--- src/rtl/imu_ram_arbiter.sv ---
// imu_ram_arbiter: shares the single-port IMU sample RAM between the frame writer and host accesses, tracking frame fill state
module imu_ram_arbiter #(
    parameter logic [7:0] AUTO_BASE   = 8'd4,
    parameter logic [7:0] FRAME_WORDS = 8'd17
) (
    input  logic        c,
    input  logic        rst_n,
    input  logic [7:0]  imu_addr,
    input  logic        imu_wr,
    input  logic [31:0] imu_d,
    input  logic        imu_irq,
    input  logic        host_req,
    input  logic        host_we,
    input  logic [7:0]  host_addr,
    input  logic [31:0] host_wd,
    output logic        host_gnt,
    output logic        host_rvalid,
    output logic [31:0] host_rdata,
    output logic        host_rtear,
    output logic [7:0]  ram_addr,
    output logic        ram_wr,
    output logic [31:0] ram_d,
    input  logic [31:0] ram_q,
    output logic [15:0] frame_seq,
    output logic        frame_ready,
    output logic        frame_err,
    input  logic        err_clr
);
    typedef enum logic [1:0] {IDLE, FILLING, COMPLETE} state_t;
    state_t      state, state_n;
    logic [7:0]  cnt, cnt_n;
    logic [15:0] seq_n;
    logic        ready_n, err_n;
    logic        first, in_frame, rd_p, tear_p;
    assign first    = imu_wr && (imu_addr == AUTO_BASE);
    assign in_frame = imu_wr && (imu_addr >= AUTO_BASE);
    // writer always owns the RAM port; the host gets whatever cycles are left, all forced quiet in reset
    always_comb begin
        host_gnt = rst_n && !imu_wr && host_req;
        ram_wr   = rst_n && (imu_wr || (host_req && host_we && (host_addr < AUTO_BASE)));
        ram_addr = !rst_n ? 8'd0 : imu_wr ? imu_addr : host_addr;
        ram_d    = !rst_n ? 32'd0 : imu_wr ? imu_d : host_wd;
    end
    // two-stage read pipeline: RAM answers one cycle after the grant, data is registered the cycle after that
    always_ff @(posedge c or negedge rst_n) begin
        if (!rst_n) begin
            rd_p        <= 1'b0;
            tear_p      <= 1'b0;
            host_rvalid <= 1'b0;
            host_rdata  <= 32'd0;
            host_rtear  <= 1'b0;
        end else begin
            rd_p        <= host_gnt && !host_we;
            tear_p      <= (state == FILLING) && (host_addr >= AUTO_BASE);
            host_rvalid <= rd_p;
            if (rd_p) begin
                host_rdata <= ram_q;
                host_rtear <= tear_p;
            end
        end
    end
    // frame tracker registers
    always_ff @(posedge c or negedge rst_n) begin
        if (!rst_n) begin
            state       <= IDLE;
            cnt         <= 8'd0;
            frame_seq   <= 16'd0;
            frame_ready <= 1'b0;
            frame_err   <= 1'b0;
        end else begin
            state       <= state_n;
            cnt         <= cnt_n;
            frame_seq   <= seq_n;
            frame_ready <= ready_n;
            frame_err   <= err_n;
        end
    end
    // completion is judged on the count before any same-cycle first word, which then opens the next frame
    always_comb begin
        state_n = state;
        cnt_n   = cnt;
        seq_n   = frame_seq;
        ready_n = 1'b0;
        err_n   = err_clr ? 1'b0 : frame_err;
        if (state == FILLING) begin
            if (imu_irq) begin
                state_n = COMPLETE;
                if (cnt == FRAME_WORDS) begin
                    seq_n   = frame_seq + 16'd1;
                    ready_n = 1'b1;
                end else begin
                    err_n = 1'b1;
                end
            end else if (first) begin
                err_n = 1'b1;
            end else if (in_frame) begin
                cnt_n = (cnt == 8'hFF) ? cnt : cnt + 8'd1;
            end
        end else if (imu_irq) begin
            err_n = 1'b1;
        end
        if (first) begin
            state_n = FILLING;
            cnt_n   = 8'd1;
        end
    end
endmodule
--- config.mk ---
export PLATFORM = sky130hd
export DESIGN_NAME = imu_ram_arbiter
export DESIGN_NICKNAME = d
export VERILOG_FILES = /design/src/rtl/imu_ram_arbiter.sv
export SDC_FILE = /design/constraint.sdc
export NUM_CORES = 1
export LEC_CHECK = 0
export ABC_CLOCK_PERIOD_IN_PS = 4800
export CORE_UTILIZATION = 40
export DETAILED_ROUTE_END_ITERATION = 10
export PLACE_DENSITY = 0.86
export REMOVE_ABC_BUFFERS = 1
export SLEW_MARGIN = 30
export SYNTH_ARGS = -nofsm -noshare
export SYNTH_HDL_FRONTEND = slang
export SYNTH_SLANG_ARGS = --single-unit
--- constraint.sdc ---
create_clock -name c -period 4.8 [get_ports c]
set_input_delay 0.72 -clock c [delete_from_list [all_inputs] [get_ports c]]
set_output_delay 0.72 -clock c [all_outputs]
set_load 0.05 [all_outputs]
==> out/summary.txt <==
STATUS
------------------------------------------------------------------------------------------
Result of the run                                                             finished clean

ROUTING
------------------------------------------------------------------------------------------
Via/cell ratio                                                                        5.01
First-iteration detailed-routing DRC count                                             104
Routed wire per std cell                                                           16.6 µm
Remaining DRCs                                                                           0
Drt pass-1 iters                                                                         6
Post-detailed-routing wire length                                                 10400 µm
Remaining antenna violation count after routing                                          0
Vias after detailed routing                                                           3128

SETUP PATH
------------------------------------------------------------------------------------------
Reg2Reg Capture Point                                                         cnt[5]$_DFFE_PN0P_
Endpoint type of the worst setup path                                         primary output
Arr. time, crit path                                                               3.08 ns
R2R Path Start                                                                cnt[0]$_DFFE_PN0P_
Worst setup path endpoint                                                           ram_wr
Largest fanout on the critical path                                                      2
Count of cells along the worst register-to-register path                                 5
Classification of the worst setup path                                              in2out
Startpoint of the worst setup timing path                                     host_addr[4]
Crit path required time                                                            4.08 ns
Reg-to-reg slack, setup                                                            2.67 ns
Element type at the critical path start                                       primary input

TIMING
------------------------------------------------------------------------------------------
RSZ-0062 raised after global routing                                                    no
Least-Margin Pin Slew                                                             0.796 ns
Max Clk Rate                                                                     0.263 GHz
Summed negative setup slack over all endpoints                                        0 ns
Endpoints failing setup                                                                  0
Final Hold Vio Count                                                                     0
Final Max Tran Viols                                                                     0
Worst clock skew on the final layout                                            0.00649 ns
Fin worst setup slack                                                             0.998 ns
Post-layout minimum cycle time                                                     3.80 ns
Worst slew margin relative to its limit                                              0.466
Tcrit/Tclk final                                                                     0.792

YOSYS
------------------------------------------------------------------------------------------
Synthesis warning total                                                                  0
FFs w/ async S/R, synth                                                               1.00
FF+latch count, synth                                                                   64
Number of flops mapped to enable cells by yosys                                          0
Sequential share of the synthesized area                                             0.468
Number of cells produced by synthesis                                                  304
Most common flop cell mapped by yosys                                         sky130_fd_sc_hd__dfrtp_1
Netlist cell types                                                                      40
Area of the mapped netlist                                                        3420 µm²
Syn Area/Cell                                                                     11.3 µm²

PLACED DESIGN
------------------------------------------------------------------------------------------
Global placement routability congestion                                              0.845
Pre-CTS setup slack                                                               0.994 ns
Placed wire-length estimate after detailed placement                               8050 µm
Total of buffers placed on input and output ports                                      212

FINAL LAYOUT
------------------------------------------------------------------------------------------
# diodes                                                                                 0
Fraction of final layout cells sized beyond drive strength 1                         0.112
Count of nets after finishing                                                          637
Area growth from synthesis to layout                                                 70.5%
Core utilization of the finished layout                                              0.706

CTS
------------------------------------------------------------------------------------------
Clock Sinks                                                                             64
Hold Buf Count CTS                                                                       0
Clock insertion delay at the later pin of the skew report                          0.34 ns
Post-CTS resize count                                                                    0
CTS HTree Levels                                                                         3
Clock Root Buffer                                                             sky130_fd_sc_hd__clkbuf_8
Maximum clock path buffer count                                                          2
Number of buffers created by CTS                                                         9
Clock edge transition at the registers on the reported setup and hold paths        0.07 ns
Post-CTS Setup Bufs                                                                      0
Clock tree from TritonCTS                                                             done

FLOORPLAN
------------------------------------------------------------------------------------------
Placeable core region                                                             8260 µm²
Cell Rows                                                                               33
Width of the die                                                                   94.5 µm
Initial Util                                                                         0.414
Vertical die dimension                                                             94.5 µm
Die Area                                                                          8930 µm²
Top-Level Pins                                                                         213

FLOW RUN
------------------------------------------------------------------------------------------
Maxcap violations                                                                        0

GRT
------------------------------------------------------------------------------------------
Wire length of the first global-routing pass                                      15400 µm
Initial antenna violation count                                                          0
Pin count of the biggest net entering global routing                                    74
Residual overflow from global routing                                                    0
GR Util All Layers                                                                   0.227
Via count of the first global-routing pass                                            3012

POWER AND IR DROP
------------------------------------------------------------------------------------------
Static leakage                                                                     2.44 nW
Maximum ir drop on the vdd rail                                                     278 µV
PD cells                                                                        323 nW/µm²

HOLD PATH
------------------------------------------------------------------------------------------
Worst min-delay path class                                                        in2async

power breakdown:
| group | internal, mW | switching, mW | total [mW] |
|---|---|---|---|
| clock | 0.287 | 0.200 | 0.487 |
| combinational | 0.307 | 0.429 | 0.736 |
| sequential | 0.613 | 0.0456 | 0.659 |
| total | 1.21 | 0.675 | 1.88 |
flip-flops by register name (all words and copies together) (netlist names):
| register | flops |
|---|---|
| rd_p | 1 |
| state | 2 |
| host_rtear | 1 |
| host_rdata | 32 |
| frame_seq | 16 |
| host_rvalid | 1 |
| frame_err | 1 |
| frame_ready | 1 |
| cnt | 8 |
| tear_p | 1 |
worst max-delay path, stage by stage:
cell and delay [ns]:
sky130_fd_sc_hd__clkdlybuf4s50_1 0.42, sky130_fd_sc_hd__or4_1 0.53, sky130_fd_sc_hd__nor3_1 0.32, sky130_fd_sc_hd__a31oi_1 0.13, sky130_fd_sc_hd__nor2b_1 0.12, sky130_fd_sc_hd__clkdlybuf4s50_1 0.84
synth_stat cells (2+ instances only):
master,instances,area share
sky130_fd_sc_hd__a21oi_1,8,0.012
sky130_fd_sc_hd__and3_1,4,0.0073
sky130_fd_sc_hd__buf_1,4,0.0044
sky130_fd_sc_hd__clkbuf_1,9,0.0099
sky130_fd_sc_hd__dfrtp_1,64,0.47
sky130_fd_sc_hd__ha_1,3,0.011
sky130_fd_sc_hd__inv_1,4,0.0044
sky130_fd_sc_hd__mux2_2,33,0.11
sky130_fd_sc_hd__mux2i_1,40,0.12
sky130_fd_sc_hd__nand2_1,11,0.012
sky130_fd_sc_hd__nand3_1,7,0.010
sky130_fd_sc_hd__nand4_1,9,0.016
sky130_fd_sc_hd__nor2_1,3,0.0033
sky130_fd_sc_hd__nor2b_1,42,0.077
sky130_fd_sc_hd__nor3_1,7,0.010
sky130_fd_sc_hd__nor4_1,4,0.0073
sky130_fd_sc_hd__nor4bb_1,2,0.0059
sky130_fd_sc_hd__o21ai_0,3,0.0044
sky130_fd_sc_hd__o31ai_1,7,0.015
sky130_fd_sc_hd__or4_1,7,0.015
sky130_fd_sc_hd__xnor2_1,7,0.018
sky130_fd_sc_hd__xor2_1,8,0.020
metrics by stage:
step	cells	instance area (µm²)	hold WS, ns	power, mW
after floorplan	288	3350	0.424	1.08
after global placement	609	5620	0.459	1.39
after detailed placement	609	5620	0.466	1.41
after CTS	624	5830	0.443	1.90
after global routing	624	5830	0.463	1.97
final	624	5830	0.415	1.88
worst min-delay path by stage:
stage / start / endpoint / slack, ns
floorplan: rst_n / cnt[0]$_DFFE_PN0P_ / 0.42
global placement: frame_seq[15]$_DFFE_PN0P_ / frame_seq[15]$_DFFE_PN0P_ / 0.46
detailed placement: frame_seq[15]$_DFFE_PN0P_ / frame_seq[15]$_DFFE_PN0P_ / 0.47
CTS: rst_n / host_rdata[16]$_DFFE_PN0P_ / 0.44
global route: rst_n / host_rdata[14]$_DFFE_PN0P_ / 0.46
finish: rst_n / host_rvalid$_DFF_PN0_ / 0.42
area by class of cell:
cell class	count	area (µm²)
Clock inverter	6	85.1
Fill cell	603	2420
Timing Repair Buffer	216	2140
Inverter	5	18.8
Clock buffer	9	124
Sequential cell	64	1600
Tap cell	105	131
Multi-Input combinational cell	219	1730
cells in the final DEF (no fill, tap or decap), drive strengths merged, types with 2 or more instances in the layout:
cell type / n
and3: 4
nand2: 11
nor3: 7
mux2i: 40
clkinv: 3
clkbuf: 9
nor2b: 42
inv: 4
nor4bb: 2
dfrtp: 64
bufinv: 2
or4: 8
xnor2: 7
nor2: 3
nand3: 7
o21ai: 3
ha: 3
clkdlybuf4s50: 210
nor4: 4
clkinvlp: 2
xor2: 8
a21oi: 8
buf: 6
nand4: 9
mux2: 33
o31ai: 7
cells by family (layout without fill, tap and decap cells):
kind of cell	after synthesis	after routing	synth area share
buffers and inverters	21	236	0.0267
muxes	73	73	0.226
AOI/OAI and AO/OA	24	24	0.0454
adders and majority gates	3	3	0.0110
DFF	64	64	0.468
xor gates and xnor gates	15	15	0.0384
and+or+nand+nor	104	104	0.185
layer usage:
layer	wire, µm	share of wire	global-route usage
met2	5290	0.51	0.408
met1	4170	0.40	0.261
met5	0	0	0
met4	181	0.017	0.0631
met3	727	0.070	0.0668
Note: power is estimated with default switching activity, not from simulation.
==> RTL change 1, RTL diff (same settings) <==
Re-encode `state_t` (3 states) as one-hot, 3 bits wide.
--- a/src/rtl/imu_ram_arbiter.sv
+++ b/src/rtl/imu_ram_arbiter.sv
@@ -28,3 +28,3 @@
 );
-    typedef enum logic [1:0] {IDLE, FILLING, COMPLETE} state_t;
+    typedef enum logic [2:0] {IDLE = 3'b001, FILLING = 3'b010, COMPLETE = 3'b100} state_t;
     state_t      state, state_n;
Check against the original RTL: same outputs for any inputs over 10 cycles, from zero or initial values and one cycle with rst_n low; not proved beyond that.
==> RTL change 1 against the unedited design <==
Area after synthesis increased by 1.2%. Cell count increased by 1.3%. Setup slack got worse by 4.7 ps. Worst hold slack got worse by 25 ps. Sequential power increased by 5.6%. Count of clock-buffer cells in the layout increased by 2. Cell area increased by 1.2%. Routed wire length increased by 0.86%. Power increased by 5.8%. Sequential cell count increased by 1. Sequential share of layout area increased by 0.13 points.
==> RTL change 1: results (changes against the unedited design) <==
status complete, no violations (unchanged); vias in the first global route 3217 (was 3012); P_int 1.278 mW (was 1.207 mW); Hold WS 390.4 ps (was 415.3 ps); final std cells w/o fill 632 (was 624); largest net degree at the start of global routing 68 (was 74); Total GRT Usage 23.55% (was 22.71%); fillers 614 (was 603); non-clock buffer area fraction after layout 36.34% (was 36.77%); register area share after synthesis 47.04% (was 46.82%); Placement Setup Slack 979.2 ps (was 993.9 ps); Clock-cell share 3.880% (was 3.582%); most instantiated cells after synthesis dfrtp_1 (64), nor2b_1 (41), mux2i_1 (40) (was dfrtp_1 (64), nor2b_1 (42), mux2i_1 (40)); num sequential 65 (was 64); setup ws final 993.2 ps (was 998.0 ps); P&R area growth vs syn 70.50% (was 70.52%); register area 1628 um2 (was 1602 um2); DR WL/cell 16.54 um (was 16.61 um); Pleak 2.505 nW (was 2.445 nW); layout cells sized above 1 11.20% (was 11.18%); Cells after DPL 616 (was 609); XOR/XNOR share of the synthesized area 3.796% (was 3.841%); Adder-Cell Fraction of Synth Area 1.085% (was 1.097%); peak supply drop 0.0002568 V (was 0.0002779 V); DP Area 5672 um2 (was 5624 um2); inverter count 8 (was 5); met3 Usage GRT 7.815% (was 6.683%); Pwr per Cell Area 337.5 nW/um2 (was 322.6 nW/um2); DR iter-0 viols 108 (was 104); Netlist cell types 42 (was 40); r2r endpoint cnt[4]$_DFFE_PN0P_ (was cnt[5]$_DFFE_PN0P_); chip width 95.02 um (was 94.48 um); combinational power share 39.0% (was 39.1%); Via-to-Cell Ratio 5.082 (was 5.013); R2R setup slack 2830 ps (was 2670 ps); crit path DAT 3090 ps (was 3080 ps)
RTL change 1: cell count changes in the layout (fill, tap and decap cells not counted), sizes merged, moves of 4 or more:
cell | unedited run | this run
o31ai | 7 | 2
inv | 4 | 8
or4 | 8 | 3
a21oi | 8 | 3
nor2 | 3 | 11
RTL change 1: kinds of logic after synthesis:
| family | count (synthesis) |
|---|---|
| xor gates and xnor gates | 15 |
| buffers and inverters | 24 |
| and+or+nand+nor | 112 |
| muxes | 73 |
| DFF | 65 |
| AOI/OAI and AO/OA | 19 |
| adders and majority gates | 3 |
RTL change 1: routing by layer:
| layer | vias up | part of all wire, % |
|---|---|---|
| li1 | 1535 | - |
| met1 | 1529 | 39 |
| met2 | 124 | 52 |
| met3 | 24 | 7.1 |
| met4 | 0 | 2.3 |
| met5 | - | 0 |
==> RTL change 2, RTL diff (same flow settings) <==
Made on the original files. Set the parameter `FRAME_WORDS` to 8'd8 (it was 8'd17).
--- a/src/rtl/imu_ram_arbiter.sv
+++ b/src/rtl/imu_ram_arbiter.sv
@@ -3,3 +3,3 @@
     parameter logic [7:0] AUTO_BASE   = 8'd4,
-    parameter logic [7:0] FRAME_WORDS = 8'd17
+    parameter logic [7:0] FRAME_WORDS = 8'd8
 ) (
Check against the original RTL: not equivalent (a bounded check fails within 10 cycles, from zero or initial values and one cycle with rst_n low).
==> RTL change 2 against the unedited design <==
Sequential cell count did not move. Setup slack better by 22 ps. Sequential power is essentially flat. Power rose by 1.9%. Largest power group unchanged. Routed wire length is 0.68% lower. Synthesized cell count fell by 2.0%. Cell area up 0.51%. Area after synthesis is 0.48% higher.
==> RTL change 2: results (changes against the unedited design) <==
most instantiated cells after synthesis dfrtp_1 (64), mux2i_1 (40), nor2b_1 (40) (was dfrtp_1 (64), nor2b_1 (42), mux2i_1 (40)); Cells after DPL 601 (was 609); DRT met1 WL 4076 um (was 4167 um); vias in the first global route 3025 (was 3012); clk_lat worst skew 340 ps (about the same); fillers 605 (was 603); CP max stage delay a little over 800 ps; Pleak 2.447 nW (was 2.445 nW); Placement Setup Slack 1015 ps (was 993.9 ps); r2r endpoint frame_seq[12]$_DFFE_PN0P_ (was cnt[5]$_DFFE_PN0P_); Final nets 629 (was 637); Final Wtd Congestion 0.8480 (was 0.8446); first-pass GRT wire length 15500 um (was 15380 um); Netlist cell types 43 (was 40); top post-synthesis cells by area dfrtp_1 (47%), mux2i_1 (12%), mux2_2 (11%) (unchanged); DP Area 5639 um2 (was 5624 um2); post-synthesis cell count 298 (was 304); DR iter-0 viols 70 (was 104); peak supply drop 0.0001796 V (was 0.0002779 V); DR WL/cell 16.69 um (was 16.61 um); clk buf depth 2 (unchanged); top flop regs host_rdata: 32 flops, frame_seq: 16 flops, cnt: 8 flops (unchanged); met2 routed WL 5304 um (was 5289 um); Root Driver clkbuf_8 (unchanged); layout cells sized above 1 12.70% (was 11.18%); Top Family by Delay on Critical Path buffers and inverters (unchanged); crit path DAT 3060 ps (was 3080 ps); met3 Usage GRT 6.280% (was 6.683%); M2 GR Usage 41.07% (was 40.82%); worst clock skew 5.853 ps (was 6.491 ps); final std cells w/o fill 617 (was 624); worst rel slew slack 41.96% (was 46.59%); Hold WS 468.2 ps (was 415.3 ps); ys async rst share 100.0% (unchanged); met1 Use GR 26.40% (was 26.15%); Num CTS Buffers 9 (unchanged); largest net degree at the start of global routing 87 (was 74); register area share after synthesis 46.60% (was 46.82%); WL met3 734 um (was 727 um); R2R setup slack 2750 ps (was 2670 ps); status complete, no violations (unchanged); Total GRT Usage 23.03% (was 22.71%); Via-to-Cell Ratio 5.003 (was 5.013); FF-to-FF path depth 6 (was 5); drt pass-1 iters 4 (was 6); HPWL after detailed placement 8038 um (was 8054 um)
-- RTL change 2: cell types whose count changed in the layout (fill, tap and decap cells not counted), moves of 3 or more --
cell,before,now
nand4_1,9,6
nor4_1,4,1
xnor2_1,7,13
a21oi_1,8,4
or4_1,7,4
o311ai_0,0,3
o31ai_1,7,4
nor3_1,7,3
xor2_1,8,2
-- RTL change 2: area by class of cell --
class / count / area (um2) / area share, %
clock buffer: 9 / 123.9 / 2.113
clock inverter: 7 / 95.09 / 1.622
inverter: 4 / 15.01 / 0.2561
multi-input combinational: 213 / 1759 / 30.00
sequential: 64 / 1602 / 27.32
tap: 105 / 131.4 / 2.241
timing repair buffer: 215 / 2137 / 36.45
-- RTL change 2: cells by family (layout without fill, tap and decap cells) --
logic type,Yosys count,in the layout,synth area share (%)
AOI/OAI and AO/OA,18,18,3.968
xor gates and xnor gates,15,15,3.822
adders and majority gates,3,3,1.092
buffers and inverters,21,235,2.366
DFF,64,64,46.60
muxes,74,74,22.79
and+or+nand+nor,103,103,19.37
-- RTL change 2: worst max-delay path by stage --
stage	start	endpoint	slack, ps	depth (start not counted)
2_1_floorplan	host_addr[4]	ram_wr	1430	4
5_1_grt	host_addr[4]	ram_wr	930	6
3_5_place_dp	host_addr[4]	ram_wr	1010	6
4_1_cts	host_addr[4]	ram_wr	1000	6
6_report	host_addr[4]	ram_wr	1020	6
3_3_place_gp	host_addr[4]	ram_wr	1010	6
-- RTL change 2: worst register-to-register path: stages, from the launching register on --
cell and delay (ps):
dfrtp_1 420, inv_1 80, ha_1 130, or3b_2 540, nor4_4 460, nand4_1 180
xnor2_1 150
-- RTL change 2: report_power, final --
group	switching [mW]	internal [mW]
Clock	0.209	0.293
Sequential	0.0447	0.615
Combinational	0.441	0.315
Total	0.695	1.22
